<file path="config.mk">
export PLATFORM = sky130hd
export DESIGN_NAME = scan_seq_ctrl_flat
export DESIGN_NICKNAME = d
export VERILOG_FILES = /design/src/rtl/scan_seq_pkg.sv /design/src/rtl/scan_seq_ctrl_if.sv /design/src/rtl/scan_seq_cmp.sv /design/src/rtl/scan_seq_ctrl.sv /design/src/flat_wrapper.sv
export SDC_FILE = /design/constraint.sdc
export NUM_CORES = 1
export LEC_CHECK = 0
export CAP_MARGIN = 20
export CORE_ASPECT_RATIO = 0.8
export CORE_MARGIN = 2
export CORE_UTILIZATION = 37
export DETAILED_ROUTE_END_ITERATION = 10
export GPL_TIMING_DRIVEN = 0
export PLACE_DENSITY = 0.64
export SLEW_MARGIN = 20
export SYNTH_ARGS = -nofsm -noshare
export SYNTH_HDL_FRONTEND = slang
export SYNTH_HIERARCHICAL = 1
export SYNTH_SLANG_ARGS = --single-unit
</file>
<file path="constraint.sdc">
create_clock -name CK -period 2.4 [get_ports CK]
set_input_delay 0.48 -clock CK [delete_from_list [all_inputs] [get_ports CK]]
set_output_delay 0.48 -clock CK [all_outputs]
set_load 0.01 [all_outputs]
</file>
<file path="src/rtl/scan_seq_pkg.sv">
// Shared types and default sizes for the scan test sequencer.
package scan_seq_pkg;

  localparam int NUM_CHAINS_DEF = 7;
  localparam int CHAIN_LEN_DEF  = 32;
  localparam int PCW_DEF        = 16;

  typedef enum logic [1:0] {
    IDLE,
    SHIFT,
    CAPTURE,
    DONE
  } state_t;

endpackage

</file>
<file path="src/rtl/scan_seq_ctrl_if.sv">
// Pattern-source side of the scan sequencer: control, word handshake and
// response stream. The comparator ports exist only when SCAN_SEQ_CMP_EN
// is defined.
interface scan_seq_ctrl_if import scan_seq_pkg::*; #(
  parameter int NUM_CHAINS = NUM_CHAINS_DEF,
  parameter int PCW        = PCW_DEF
) ();

  logic                  start;
  logic                  abort;
  logic [PCW-1:0]        pat_count;
  logic                  si_valid;
  logic                  si_ready;
  logic [NUM_CHAINS-1:0] si_data;
  logic                  so_valid;
  logic [NUM_CHAINS-1:0] so_data;
  logic                  busy;
  logic                  done;
`ifdef SCAN_SEQ_CMP_EN
  logic [NUM_CHAINS-1:0] exp_data;
  logic [15:0]           err_count;
  logic                  fail;

  modport master (
    output start, abort, pat_count, si_valid, si_data, exp_data,
    input  si_ready, so_valid, so_data, busy, done, err_count, fail
  );

  modport slave (
    input  start, abort, pat_count, si_valid, si_data, exp_data,
    output si_ready, so_valid, so_data, busy, done, err_count, fail
  );
`else
  modport master (
    output start, abort, pat_count, si_valid, si_data,
    input  si_ready, so_valid, so_data, busy, done
  );

  modport slave (
    input  start, abort, pat_count, si_valid, si_data,
    output si_ready, so_valid, so_data, busy, done
  );
`endif

endinterface

</file>
<file path="src/rtl/scan_seq_cmp.sv">
// Response comparator: checks each unloaded word against the expected word
// on the transfer edge, counts mismatching words (saturating) and keeps a
// sticky fail flag. Only instantiated when SCAN_SEQ_CMP_EN is defined.
module scan_seq_cmp import scan_seq_pkg::*; #(
  parameter int NUM_CHAINS = NUM_CHAINS_DEF
) (
  input  logic                  CK,
  input  logic                  RSTN,
  input  logic                  clear,
  input  logic                  sample,
  input  logic [NUM_CHAINS-1:0] resp,
  input  logic [NUM_CHAINS-1:0] exp_word,
  output logic [15:0]           err_count,
  output logic                  fail
);

  logic mismatch;

  assign mismatch = sample && (|(resp ^ exp_word));

  // Count mismatching words and latch the fail flag; a new run clears both
  always_ff @(posedge CK or negedge RSTN) begin
    if (!RSTN) begin
      err_count <= '0;
      fail      <= 1'b0;
    end else if (clear) begin
      err_count <= '0;
      fail      <= 1'b0;
    end else if (mismatch) begin
      if (err_count != 16'hFFFF) err_count <= err_count + 16'd1;
      fail <= 1'b1;
    end
  end

endmodule

</file>
<file path="src/rtl/scan_seq_ctrl.sv">
// Scan test sequencer: runs pat_count+1 shift phases of CHAIN_LEN words
// (load-only, overlapped load/unload, unload-only) separated by one-cycle
// capture pulses, and streams unloaded response words on so_data.
// Optional build macro: SCAN_SEQ_CMP_EN adds the response comparator.
module scan_seq_ctrl import scan_seq_pkg::*; #(
  parameter int NUM_CHAINS = NUM_CHAINS_DEF,
  parameter int CHAIN_LEN  = CHAIN_LEN_DEF,
  parameter int PCW        = PCW_DEF
) (
  input  logic                  CK,
  input  logic                  RSTN,
  scan_seq_ctrl_if.slave        bus,
  output logic [NUM_CHAINS-1:0] SI_chain,
  input  logic [NUM_CHAINS-1:0] SO_chain,
  output logic                  scan_en,
  output logic                  test_en,
  output logic                  dut_ck_en
);

  localparam int             BCW      = (CHAIN_LEN > 1) ? $clog2(CHAIN_LEN) : 1;
  localparam logic [BCW-1:0] BIT_LAST = BCW'(CHAIN_LEN - 1);

  state_t                state_q, state_d;
  logic [BCW-1:0]        bit_cnt_q;
  logic [PCW:0]          phase_q;
  logic [PCW-1:0]        pat_q;
  logic                  start_acc;
  logic                  xfer;
  logic                  word_end;
  logic                  last_phase;
  logic                  unload;
  logic                  so_valid_q;
  logic [NUM_CHAINS-1:0] so_data_q;

  assign start_acc  = (state_q == IDLE) && bus.start && !bus.abort;
  assign xfer       = (state_q == SHIFT) && bus.si_valid;
  assign word_end   = xfer && (bit_cnt_q == BIT_LAST);
  assign last_phase = (phase_q == {1'b0, pat_q});
  assign unload     = xfer && (phase_q != '0) && !bus.abort;

  assign test_en      = (state_q != IDLE);
  assign bus.busy     = (state_q != IDLE);
  assign bus.so_valid = so_valid_q;
  assign bus.so_data  = so_data_q;

  // State register
  always_ff @(posedge CK or negedge RSTN) begin
    if (!RSTN) state_q <= IDLE;
    else       state_q <= state_d;
  end

  // Next state and scan-side controls; abort overrides every transition
  always_comb begin
    state_d      = state_q;
    scan_en      = 1'b0;
    dut_ck_en    = 1'b0;
    bus.si_ready = 1'b0;
    bus.done     = 1'b0;
    SI_chain     = '0;
    unique case (state_q)
      IDLE: begin
        if (bus.start) state_d = (bus.pat_count != '0) ? SHIFT : DONE;
      end
      SHIFT: begin
        scan_en      = 1'b1;
        bus.si_ready = 1'b1;
        dut_ck_en    = bus.si_valid;
        SI_chain     = last_phase ? '0 : bus.si_data;
        if (word_end) state_d = last_phase ? DONE : CAPTURE;
      end
      CAPTURE: begin
        dut_ck_en = 1'b1;
        state_d   = SHIFT;
      end
      DONE: begin
        bus.done = 1'b1;
        state_d  = IDLE;
      end
      default: state_d = IDLE;
    endcase
    if (bus.abort) state_d = IDLE;
  end

  // Bit and phase counters advance only on word transfers
  always_ff @(posedge CK or negedge RSTN) begin
    if (!RSTN) begin
      bit_cnt_q <= '0;
      phase_q   <= '0;
      pat_q     <= '0;
    end else if (start_acc) begin
      bit_cnt_q <= '0;
      phase_q   <= '0;
      pat_q     <= bus.pat_count;
    end else if (xfer) begin
      bit_cnt_q <= word_end ? '0 : bit_cnt_q + 1'b1;
      if (word_end) phase_q <= phase_q + 1'b1;
    end
  end

  // Register the unloaded response word; abort drops any pending word
  always_ff @(posedge CK or negedge RSTN) begin
    if (!RSTN) begin
      so_valid_q <= 1'b0;
      so_data_q  <= '0;
    end else begin
      so_valid_q <= unload;
      if (bus.abort)   so_data_q <= '0;
      else if (unload) so_data_q <= SO_chain;
    end
  end

`ifdef SCAN_SEQ_CMP_EN
  scan_seq_cmp #(.NUM_CHAINS(NUM_CHAINS)) u_cmp (
    .CK        (CK),
    .RSTN      (RSTN),
    .clear     (start_acc),
    .sample    (unload),
    .resp      (SO_chain),
    .exp_word  (bus.exp_data),
    .err_count (bus.err_count),
    .fail      (bus.fail)
  );
`else
  // Without the comparator, responses are only streamed out on so_data
`endif

endmodule

</file>
<file path="src/flat_wrapper.sv">
// flat-port wrapper written by rule: the top's interface ports become plain ports
module scan_seq_ctrl_flat import scan_seq_pkg::*;
#(
  parameter int NUM_CHAINS = NUM_CHAINS_DEF,
  parameter int CHAIN_LEN  = CHAIN_LEN_DEF,
  parameter int PCW        = PCW_DEF
)
  (CK, RSTN, SI_chain, SO_chain, scan_en, test_en, dut_ck_en, bus_start, bus_abort, bus_pat_count, bus_si_valid, bus_si_data, bus_si_ready, bus_so_valid, bus_so_data, bus_busy, bus_done);
  scan_seq_ctrl_if #(.NUM_CHAINS(NUM_CHAINS), .PCW(PCW)) bus_i ();
  input  logic CK;
  input  logic RSTN;
  output logic [NUM_CHAINS-1:0] SI_chain;
  input  logic [NUM_CHAINS-1:0] SO_chain;
  output logic scan_en;
  output logic test_en;
  output logic dut_ck_en;
  input wire logic [$bits(bus_i.start)-1:0] bus_start;
  input wire logic [$bits(bus_i.abort)-1:0] bus_abort;
  input wire logic [$bits(bus_i.pat_count)-1:0] bus_pat_count;
  input wire logic [$bits(bus_i.si_valid)-1:0] bus_si_valid;
  input wire logic [$bits(bus_i.si_data)-1:0] bus_si_data;
  output wire logic [$bits(bus_i.si_ready)-1:0] bus_si_ready;
  output wire logic [$bits(bus_i.so_valid)-1:0] bus_so_valid;
  output wire logic [$bits(bus_i.so_data)-1:0] bus_so_data;
  output wire logic [$bits(bus_i.busy)-1:0] bus_busy;
  output wire logic [$bits(bus_i.done)-1:0] bus_done;
  assign bus_i.start = bus_start;
  assign bus_i.abort = bus_abort;
  assign bus_i.pat_count = bus_pat_count;
  assign bus_i.si_valid = bus_si_valid;
  assign bus_i.si_data = bus_si_data;
  assign bus_si_ready = bus_i.si_ready;
  assign bus_so_valid = bus_i.so_valid;
  assign bus_so_data = bus_i.so_data;
  assign bus_busy = bus_i.busy;
  assign bus_done = bus_i.done;
  scan_seq_ctrl #(.NUM_CHAINS(NUM_CHAINS), .CHAIN_LEN(CHAIN_LEN), .PCW(PCW)) u_core (.CK(CK), .RSTN(RSTN), .bus(bus_i), .SI_chain(SI_chain), .SO_chain(SO_chain), .scan_en(scan_en), .test_en(test_en), .dut_ck_en(dut_ck_en));
endmodule
</file>
==> results of run 1 <==
## area by class of cell
cell class / count / share of cell area
sequential: 48 / 0.339
clock buffer: 5 / 0.0193
inverter: 9 / 0.00947
tap: 87 / 0.0305
multi-input combinational: 221 / 0.391
buffer: 14 / 0.0228
clock inverter: 3 / 0.0130
timing repair buffer: 69 / 0.176
## cells by family (layout without fill, tap and decap cells)
group           count (synthesis)  after routing  share of synthesized area
xor+xnor                       20             20                     0.0658
simple gates                  141            141                      0.266
mux                             9              9                     0.0339
compound gates                 42             42                     0.0950
buf+inv                        25            100                     0.0461
flops                          48             48                      0.451
fa+ha+maj                       9              9                     0.0423
## state kept, by name (all words and copies together), names as in the netlist
name,flops
u_core/bit_cnt_q,5
u_core/state_q,2
u_core/phase_q,17
u_core/bus.so_valid,1
u_core/pat_q,16
u_core/bus.so_data,7
## worst max-delay path by stage
stage	startpoint	end	slack, ns	cells past startpoint
3_3_place_gp	RSTN	u_core/bus.so_data[4]$_DFFE_PN0P_	-0.62	1
4_1_cts	u_core/phase_q[5]$_DFFE_PN0P_	SI_chain[0]	0.003	8
3_5_place_dp	u_core/phase_q[7]$_DFFE_PN0P_	SI_chain[0]	-0.34	5
2_1_floorplan	u_core/bit_cnt_q[0]$_DFFE_PN0P_	u_core/phase_q[11]$_DFFE_PN0P_	0.19	8
6_report	u_core/phase_q[7]$_DFFE_PN0P_	SI_chain[6]	0.009	7
5_1_grt	u_core/phase_q[7]$_DFFE_PN0P_	SI_chain[5]	-0.07	7
## worst max-delay path, delay by kind of cell, from the launching register on
family | cells | cell delay [ns]
buffers and inverters | 3 | 0.40
and+or+nand+nor | 1 | 0.30
xor gates and xnor gates | 1 | 0.15
DFF | 1 | 0.44
AOI/OAI and AO/OA | 2 | 0.31
## through the flow
stage,TNS (ns),power (mW),std cells,hold WS (ns)
3_3_place_gp,-32.02,2.00,435,0.485
5_1_grt,-0.402,2.91,456,0.218
6_report,0,2.72,456,0.164
3_5_place_dp,-2.22,2.01,435,0.489
2_1_floorplan,0,1.65,294,0.184
4_1_cts,0,2.68,447,0.192
## power groups by stage
stage | combinational [mW] | clock [mW] | sequential [mW]
6_report | 1.02 | 0.611 | 1.09
5_1_grt | 1.15 | 0.652 | 1.11
4_1_cts | 0.959 | 0.628 | 1.09
3_5_place_dp | 0.897 | 0 | 1.11
3_3_place_gp | 0.892 | 0 | 1.10
2_1_floorplan | 0.575 | 0 | 1.07
## cell usage after synthesis, types with 2 or more instances
library cell	n	area share
nand2_1	68	0.096
nand4b_1	2	0.0066
nand4_1	6	0.014
buf_4	3	0.0085
inv_1	9	0.013
o31ai_1	2	0.0056
nor3_1	4	0.0075
dfrtp_1	48	0.45
xor2_1	4	0.013
o21ai_0	9	0.017
nand3_1	6	0.011
buf_6	2	0.0085
xnor2_1	16	0.053
nor2_1	20	0.028
nor3b_1	2	0.0056
nor4b_1	2	0.0066
clkbuf_1	9	0.013
and2_1	2	0.0047
mux2i_1	9	0.034
ha_1	9	0.042
and4_1	2	0.0066
a21oi_1	20	0.038
or3_1	2	0.0047
a31oi_1	2	0.0047
and3_1	5	0.012
nor4_2	2	0.0094
or4_1	4	0.011
nor4_1	8	0.019
nand2b_1	2	0.0047
## per-layer routing
metal,part of all wire,wire length [µm]
met1,0.50,3290
met2,0.42,2770
met3,0.051,333
met4,0.023,153
met5,0,0
## what timing repair did
item                       in CTS  in global routing
setup endpoints to repair       8                 11
gates resized for setup        33                 14
pin swaps                       3                  4
buffers inserted                6                  9
gates cloned                    0                  0
hold buffers                    0                  0
==> impl_metrics.tcl, run 1 <==
set metrics [dict create \
    place.detailed.hpwl_um 4630 \
    p_seq_frac 0.400 \
    regToRegSetupSlack_ns 0.11 \
    finalHoldViolations 0 \
    drt_first_pass_iters 5 \
    cts_num_sinks 48 \
    synth.cell_area_um2 2660 \
    grt-ovfl-total 0 \
    tritoncts "yes" \
    worst_path_max_delay_cell "dfrtp_2" \
    slew_headroom 0.577 \
    place_ws_ns -0.345 \
    status "complete, no violations" \
    diodes 0 \
    areaGrowthSynthToFinish_pct 34.0 \
    ys_seq_elements 48 \
    rr_endpoint "u_core/phase_q[16]$_DFFE_PN0P_" \
    tightestPinTransition_ns 0.635 \
    worstSkewPairLatency_ns 0.31 \
    synthCells 294 \
    rsz0062_at_grt "true" \
    slew_violations 0 \
    setup_viol 0 \
    postRouteAntennaNets 0 \
    post_drt_wl_per_cell_um 14.3 \
    wl_um 6540 \
    power_frac_comb 0.375 \
    ir_drop_mv 0.336 \
    layout_commonest_cell "nand2_1" \
    r2r_start "u_core/bit_cnt_q[0]$_DFFE_PN0P_" \
    crit_type "register to output port" \
    finClkSkew_ns 0.0107 \
    cts.clk_slew.worst_paths_ns 0.09 \
    start_kind "register" \
    final_core_util 0.515 \
    dieWidth_um 98.8 \
    period_minus_slack_ns 2.39 \
    setup_ws_ns 0.00934 \
    swShare 0.348 \
    placed_area_um2 3310 \
    fmax_ghz 0.418 \
    core-area_um2 6930 \
    via_per_inst 5.12 \
    grtUsageMet1 0.260 \
    antenna_found_initial 0 \
    cp_max_fo 5 \
    cp_common_cell "buf_6" \
    grt.busiest_layer "met1" \
    synth-main-ff-cell "dfrtp_1" \
    stdcell_area_um2 3570 \
    gp_congestion 0.793 \
    hold_class "primary input to asynchronous set/reset pin" \
    cellPowerDensity_nw_per_um2 763 \
    r2r_cells 9 \
    final_cell_mix "nand2_1 (68), clkdlybuf4s50_1 (46), dfrtp_1 (43)" \
    p_switching_uw 946 \
    crit_chain "xor2_1, a211o_1, nor4_4, buf_6, buf_6, a21oi_2, buf_2" \
    endpoint_kind "output port" \
    ys_seq_area_frac 0.451 \
    met3_usage 0.0324 \
    regArea_um2 1210 \
    die_area_um2 7890 \
    grt_pass1_vias 2216 \
    cts_buffers 5 \
    fin_nets 412 \
    vias 2335 \
    cp_slowest_stage_delay_ns 0.44 \
    p_clk_frac 0.225 \
    track_usage 0.173 \
    multi_input_area_um2 1390 \
    syn-num-nets 338 \
    fin_crit_sh 0.996 \
    rows 27 \
    grt_first_pass_wirelength_um 11000 \
    drcViolationCount 0 \
    grt_max_degree 49 \
    synth_cell_types 44 \
    grt_use_met2 0.249 \
    cts_htree_levels 2 \
    drtIter0Drc 115 \
    p_int_mw 1.77 \
    start_util 0.384 \
    ios 56 \
    p_leak_nw 1.57 \
    avgSynthCellArea_um2 9.05 \
    maxCapViolCount 0 \
    clockRootBuffer "clkbuf_8" \
    port_buffers 54 \
    drive_gt1_frac 0.157 \
    cp.arrival_ns 1.91 \
    num-fill-cells 640 \
    clockBufferDepth 2 \
    dieHeight_um 79.9 \
    synth-edff-count 0 \
    async_flop_share 1.00 \
    critical_path_required_ns 1.92 \
    yosysWarnings 6 \
]
Power figures use the tool's default switching activity.
==> run 2, diff against run 1 <==
--- a/config.mk
+++ b/config.mk
@@ -12,7 +12,6 @@
 export DETAILED_ROUTE_END_ITERATION = 10
 export GPL_TIMING_DRIVEN = 0
 export PLACE_DENSITY = 0.64
-export SLEW_MARGIN = 20
 export SYNTH_ARGS = -nofsm -noshare
 export SYNTH_HDL_FRONTEND = slang
 export SYNTH_HIERARCHICAL = 1
==> impl_metrics.tcl, run 2 (synthesis gave the netlist of run 1 again) <==
set metrics [dict create \
    largest_reg_flops 17 \
    crit_type "register to output port" \
    port_buffers 54 \
    post_drt_wl_per_cell_um 14.6 \
    slew_violations 0 \
    final_cell_mix "nand2_1 (68), clkdlybuf4s50_1 (46), dfrtp_1 (42)" \
    finClkSkew_ns 0.0100 \
    status "complete, no violations" \
    stdcell_area_um2 3560 \
    cts_num_sinks 48 \
    postRouteAntennaNets 0 \
    regToRegSetupSlack_ns 0.13 \
    power_frac_comb 0.377 \
    p_int_mw 1.78 \
    hold_class "primary input to asynchronous set/reset pin" \
    p_clk_frac 0.224 \
    grtUsageMet1 0.276 \
    dieHeight_um 79.9 \
    ir_drop_mv 0.329 \
    diodes 0 \
    critical_path_required_ns 1.92 \
    period_minus_slack_ns 2.36 \
    antenna_found_initial 0 \
    fin_crit_sh 0.982 \
    grt.busiest_layer "met1" \
    drt_first_pass_iters 5 \
    r2r_start "u_core/bit_cnt_q[1]$_DFFE_PN0P_" \
    cts.clk_slew.worst_paths_ns 0.09 \
    fin_nets 410 \
    layout_commonest_cell "nand2_1" \
    rr_endpoint "u_core/phase_q[16]$_DFFE_PN0P_" \
    start_util 0.384 \
    num-fill-cells 656 \
    grt_use_met2 0.260 \
    vias 2354 \
    start_kind "register" \
    cp_max_fo 6 \
    swShare 0.346 \
    grt-ovfl-total 0 \
    drcViolationCount 0 \
    p_leak_nw 1.56 \
    p_switching_uw 942 \
    tritoncts "yes" \
    cts_htree_levels 2 \
    met3_usage 0.0306 \
    grt_max_degree 26 \
    gp_congestion 0.793 \
    clockRootBuffer "clkbuf_8" \
    cellPowerDensity_nw_per_um2 765 \
    finalHoldViolations 0 \
    top_register "u_core/phase_q" \
    place.detailed.hpwl_um 4800 \
    drtIter0Drc 137 \
    slew_headroom 0.577 \
    cts_buffers 5 \
    maxCapViolCount 0 \
    placed_area_um2 3330 \
    worstSkewPairLatency_ns 0.30 \
    track_usage 0.178 \
    power_mw 2.73 \
    rows 27 \
    setup_viol 0 \
    tightestPinTransition_ns 0.635 \
    die_area_um2 7890 \
    ios 56 \
    dieWidth_um 98.8 \
    grt_pass1_vias 2302 \
    endpoint_kind "output port" \
    fmax_ghz 0.424 \
    via_per_inst 5.19 \
    r2r_cells 9 \
    p_seq_frac 0.399 \
    fin_setup_tns_ns 0 \
    cp.arrival_ns 1.88 \
    clockBufferDepth 2 \
    core-area_um2 6930 \
    areaGrowthSynthToFinish_pct 33.9 \
    grt_first_pass_wirelength_um 11500 \
    drive_gt1_frac 0.150 \
    wl_um 6640 \
]
==> run 2: cell count changes in the layout (fill, tap and decap cells not counted) <==
cell / delta
buf_4: -4
a21oi_1: +3
a21oi_2: -3
xnor2_1: -2
xnor2_2: +2
buf_12: +1
buf_2: -1
clkbuf_4: +1
clkdlybuf4s15_1: +1
dfrtp_1: -1
dfrtp_2: +1
ha_2: +1
ha_4: -1
==> run 2: repair_timing <==
item	CTS	global route
setup buffers	8	5
resized for setup	32	13
pin swaps	3	2
endpoints found under the setup margin	8	11
hold buffers	0	0
==> run 2: through the flow <==
stage | worst slack (ns) | hold WS [ns] | utilization | std cells
finish | 0.0434 | 0.178 | 0.515 | 454
global route | -0.0292 | 0.221 | 0.515 | 454
CTS | 0.00286 | 0.195 | 0.505 | 449
detailed placement | -0.389 | 0.489 | 0.480 | 436
global placement | -0.623 | 0.485 | 0.478 | 435
floorplan | 0.193 | 0.184 | - | 294
==> run 2: routing by layer <==
| layer | share of wire | vias up | wire length [µm] |
|---|---|---|---|
| li1 | - | 1163 | - |
| met1 | 0.49 | 1117 | 3270 |
| met2 | 0.45 | 68 | 2970 |
| met3 | 0.046 | 6 | 303 |
| met4 | 0.014 | 0 | 93 |
| met5 | 0 | - | 0 |
==> run 2: cell type report <==
cell class                      instances  area, µm²  share of cell area
Buffer                                 13       76.3              0.0214
Sequential cell                        48       1210               0.339
Multi-Input combinational cell        221       1390               0.389
Inverter                                9       33.8             0.00948
Timing Repair Buffer                   68        634               0.178
Clock buffer                            5       68.8              0.0193
Tap cell                               87        109              0.0305
Clock inverter                          3       46.3              0.0130
==> run 2: worst max path at each step <==
stage                     slack [ns]  cells after the start                           endpoint                       startpoint
final                           0.04                      7                        SI_chain[0]   u_core/phase_q[10]$_DFFE_PN0P_
after global routing           -0.03                      7                        SI_chain[0]     u_core/pat_q[10]$_DFFE_PN0P_
after CTS                      0.003                      5                          dut_ck_en    u_core/state_q[1]$_DFFE_PN0P_
after detailed placement       -0.39                      5                        SI_chain[0]    u_core/phase_q[7]$_DFFE_PN0P_
after global placement         -0.62                      1  u_core/bus.so_data[4]$_DFFE_PN0P_                             RSTN
after floorplan                 0.19                      8     u_core/phase_q[11]$_DFFE_PN0P_  u_core/bit_cnt_q[0]$_DFFE_PN0P_
==> run 2: power by group through the flow <==
| stage | Clock (mW) | Sequential (mW) | Combinational (mW) |
|---|---|---|---|
| 2_1_floorplan | 0 | 1.07 | 0.575 |
| 3_3_place_gp | 0 | 1.10 | 0.892 |
| 3_5_place_dp | 0 | 1.11 | 0.904 |
| 4_1_cts | 0.621 | 1.09 | 0.960 |
| 5_1_grt | 0.655 | 1.11 | 1.15 |
| 6_report | 0.610 | 1.09 | 1.03 |
==> run 2: worst max-delay path: stages (launching register included) <==
cell	delay, ns
dfrtp_2	0.47
xnor2_2	0.17
nand4_1	0.16
nor4_4	0.32
buf_6	0.16
buf_6	0.10
a21oi_1	0.06
buf_2	0.14
==> run 3, diff against run 2 <==
--- a/config.mk
+++ b/config.mk
@@ -8,10 +8,10 @@
 export CAP_MARGIN = 20
 export CORE_ASPECT_RATIO = 0.8
 export CORE_MARGIN = 2
-export CORE_UTILIZATION = 37
+export CORE_UTILIZATION = 35
 export DETAILED_ROUTE_END_ITERATION = 10
 export GPL_TIMING_DRIVEN = 0
-export PLACE_DENSITY = 0.64
+export PLACE_DENSITY = 0.61
 export SYNTH_ARGS = -nofsm -noshare
 export SYNTH_HDL_FRONTEND = slang
 export SYNTH_HIERARCHICAL = 1
==> impl_metrics.tcl, run 3 (synthesis gave the netlist of run 1 again) <==
set metrics [dict create \
    cp.depth 4 \
    path_buf_inv 2 \
    cts_num_sinks 48 \
    gp_congestion 0.780 \
    drive_gt1_frac 0.164 \
    cts_hold_buf 0 \
    worstSkewPairLatency_ns 0.30 \
    fmax_ghz 0.436 \
    start_util 0.360 \
    wl_um 6640 \
    cp_slowest_stage_delay_ns 0.53 \
    crit_family "buffers and inverters" \
    start_kind "primary input" \
    antenna_found_initial 0 \
    clockRootBuffer "clkbuf_8" \
    vias 2389 \
    tightestPinTransition_ns 0.664 \
    setup_viol 0 \
    cellPowerDensity_nw_per_um2 803 \
    final_core_util 0.494 \
    cp.arrival_ns 1.81 \
    r2r_cells 9 \
    final_cell_mix "nand2_1 (68), clkdlybuf4s50_1 (46), dfrtp_1 (40)" \
    areaGrowthSynthToFinish_pct 37.2 \
    cp_max_fo 4 \
    port_buffers 54 \
    grt-ovfl-total 0 \
    diodes 0 \
    largest_reg_flops 17 \
    rr_endpoint "u_core/phase_q[16]$_DFFE_PN0P_" \
    slew_headroom 0.557 \
    drt_first_pass_iters 4 \
    tritoncts "yes" \
    critical_path_required_ns 1.92 \
    layout_commonest_cell "nand2_1" \
    regToRegSetupSlack_ns 0.12 \
    postRouteAntennaNets 0 \
    p_leak_nw 1.59 \
    period_minus_slack_ns 2.29 \
    cts.clk_slew.worst_paths_ns 0.09 \
    fin_nets 409 \
    cts_buffers 5 \
    grt_first_pass_wirelength_um 11200 \
    die_area_um2 8320 \
    grt_max_degree 27 \
    track_usage 0.171 \
    worstSetupEndpoint "dut_ck_en" \
    grt_pass1_vias 2278 \
    maxCapViolCount 0 \
    crit_chain "clkdlybuf4s50_1, and2_4, o21a_1, clkdlybuf4s50_1" \
    slew_violations 0 \
    placed_area_um2 3360 \
    finClkSkew_ns 0.00651 \
    worst_path_max_delay_cell "clkdlybuf4s50_1" \
    critPathLaunch "bus_si_valid" \
    r2r_start "u_core/bit_cnt_q[1]$_DFFE_PN0P_" \
    finalHoldViolations 0 \
    hold_class "primary input to asynchronous set/reset pin" \
    place.detailed.hpwl_um 4910 \
    power_mw 2.93 \
    ir_drop_mv 0.383 \
    cp_common_cell "clkdlybuf4s50_1" \
    ios 56 \
    endpoint_kind "output port" \
    dieHeight_um 82.0 \
    clockBufferDepth 2 \
    via_per_inst 5.07 \
    drcViolationCount 0 \
    post_drt_wl_per_cell_um 14.1 \
    fin_crit_sh 0.955 \
    status "complete, no violations" \
    top_register "u_core/phase_q" \
    dieWidth_um 101 \
    rows 28 \
    drtIter0Drc 102 \
    crit_type "primary input to output port" \
    core-area_um2 7390 \
    stdcell_area_um2 3650 \
    cts_htree_levels 2 \
]
run 3: final cells by class:
cell class,instances,area (µm²)
inverters,9,33.8
fillers,702,3740
flip-flops and latches,48,1210
clock buffers,5,68.8
multi-input cells,221,1410
plain buffers,14,86.3
clock inverters,3,90.1
well taps,105,131
repair buffers,66,618
run 3: report_power, final:
group	total [mW]	switching, mW	leakage, nW	internal [mW]
sequential	1.10	0.138	0.630	0.966
combinational	1.03	0.522	0.879	0.508
clock	0.798	0.277	0.0784	0.521
run 3: worst min path at each step:
stage,start,to,slack (ns)
2_1_floorplan,RSTN,u_core/bit_cnt_q[0]$_DFFE_PN0P_,0.18
3_3_place_gp,u_core/pat_q[3]$_DFFE_PN0P_,u_core/pat_q[3]$_DFFE_PN0P_,0.49
3_5_place_dp,u_core/pat_q[6]$_DFFE_PN0P_,u_core/pat_q[6]$_DFFE_PN0P_,0.49
4_1_cts,RSTN,u_core/bit_cnt_q[2]$_DFFE_PN0P_,0.23
5_1_grt,RSTN,u_core/pat_q[13]$_DFFE_PN0P_,0.25
6_report,RSTN,u_core/bit_cnt_q[3]$_DFFE_PN0P_,0.21
run 3: metrics by stage:
stage                     setup WS (ns)  std cells  setup TNS [ns]  hold slack, ns
after detailed placement         -0.364        454           -2.48           0.493
final                             0.108        471               0           0.207
after global routing           -0.00513        471        -0.00513           0.248
after floorplan                   0.193        294               0           0.184
after CTS                       0.00957        466               0           0.231
after global placement           -0.590        453          -30.54           0.487
run 3: timing repair:
action                                  CTS  global route
cloned                                    0             0
endpoints found under the hold margin     0             0
pin swaps                                 3             5
resized for setup                        24            25
setup buffers                             6             6
endpoints found under the setup margin   10            12
run 3: per-layer routing:
layer / wire (µm) / up-vias / share of wire / track usage
met2: 2900 / 76 / 0.44 / 0.254
met4: 116 / 0 / 0.017 / 0.0486
met5: 0 / - / 0 / 0
li1: - / 1157 / - / -
met1: 3240 / 1150 / 0.49 / 0.250
met3: 384 / 6 / 0.058 / 0.0383
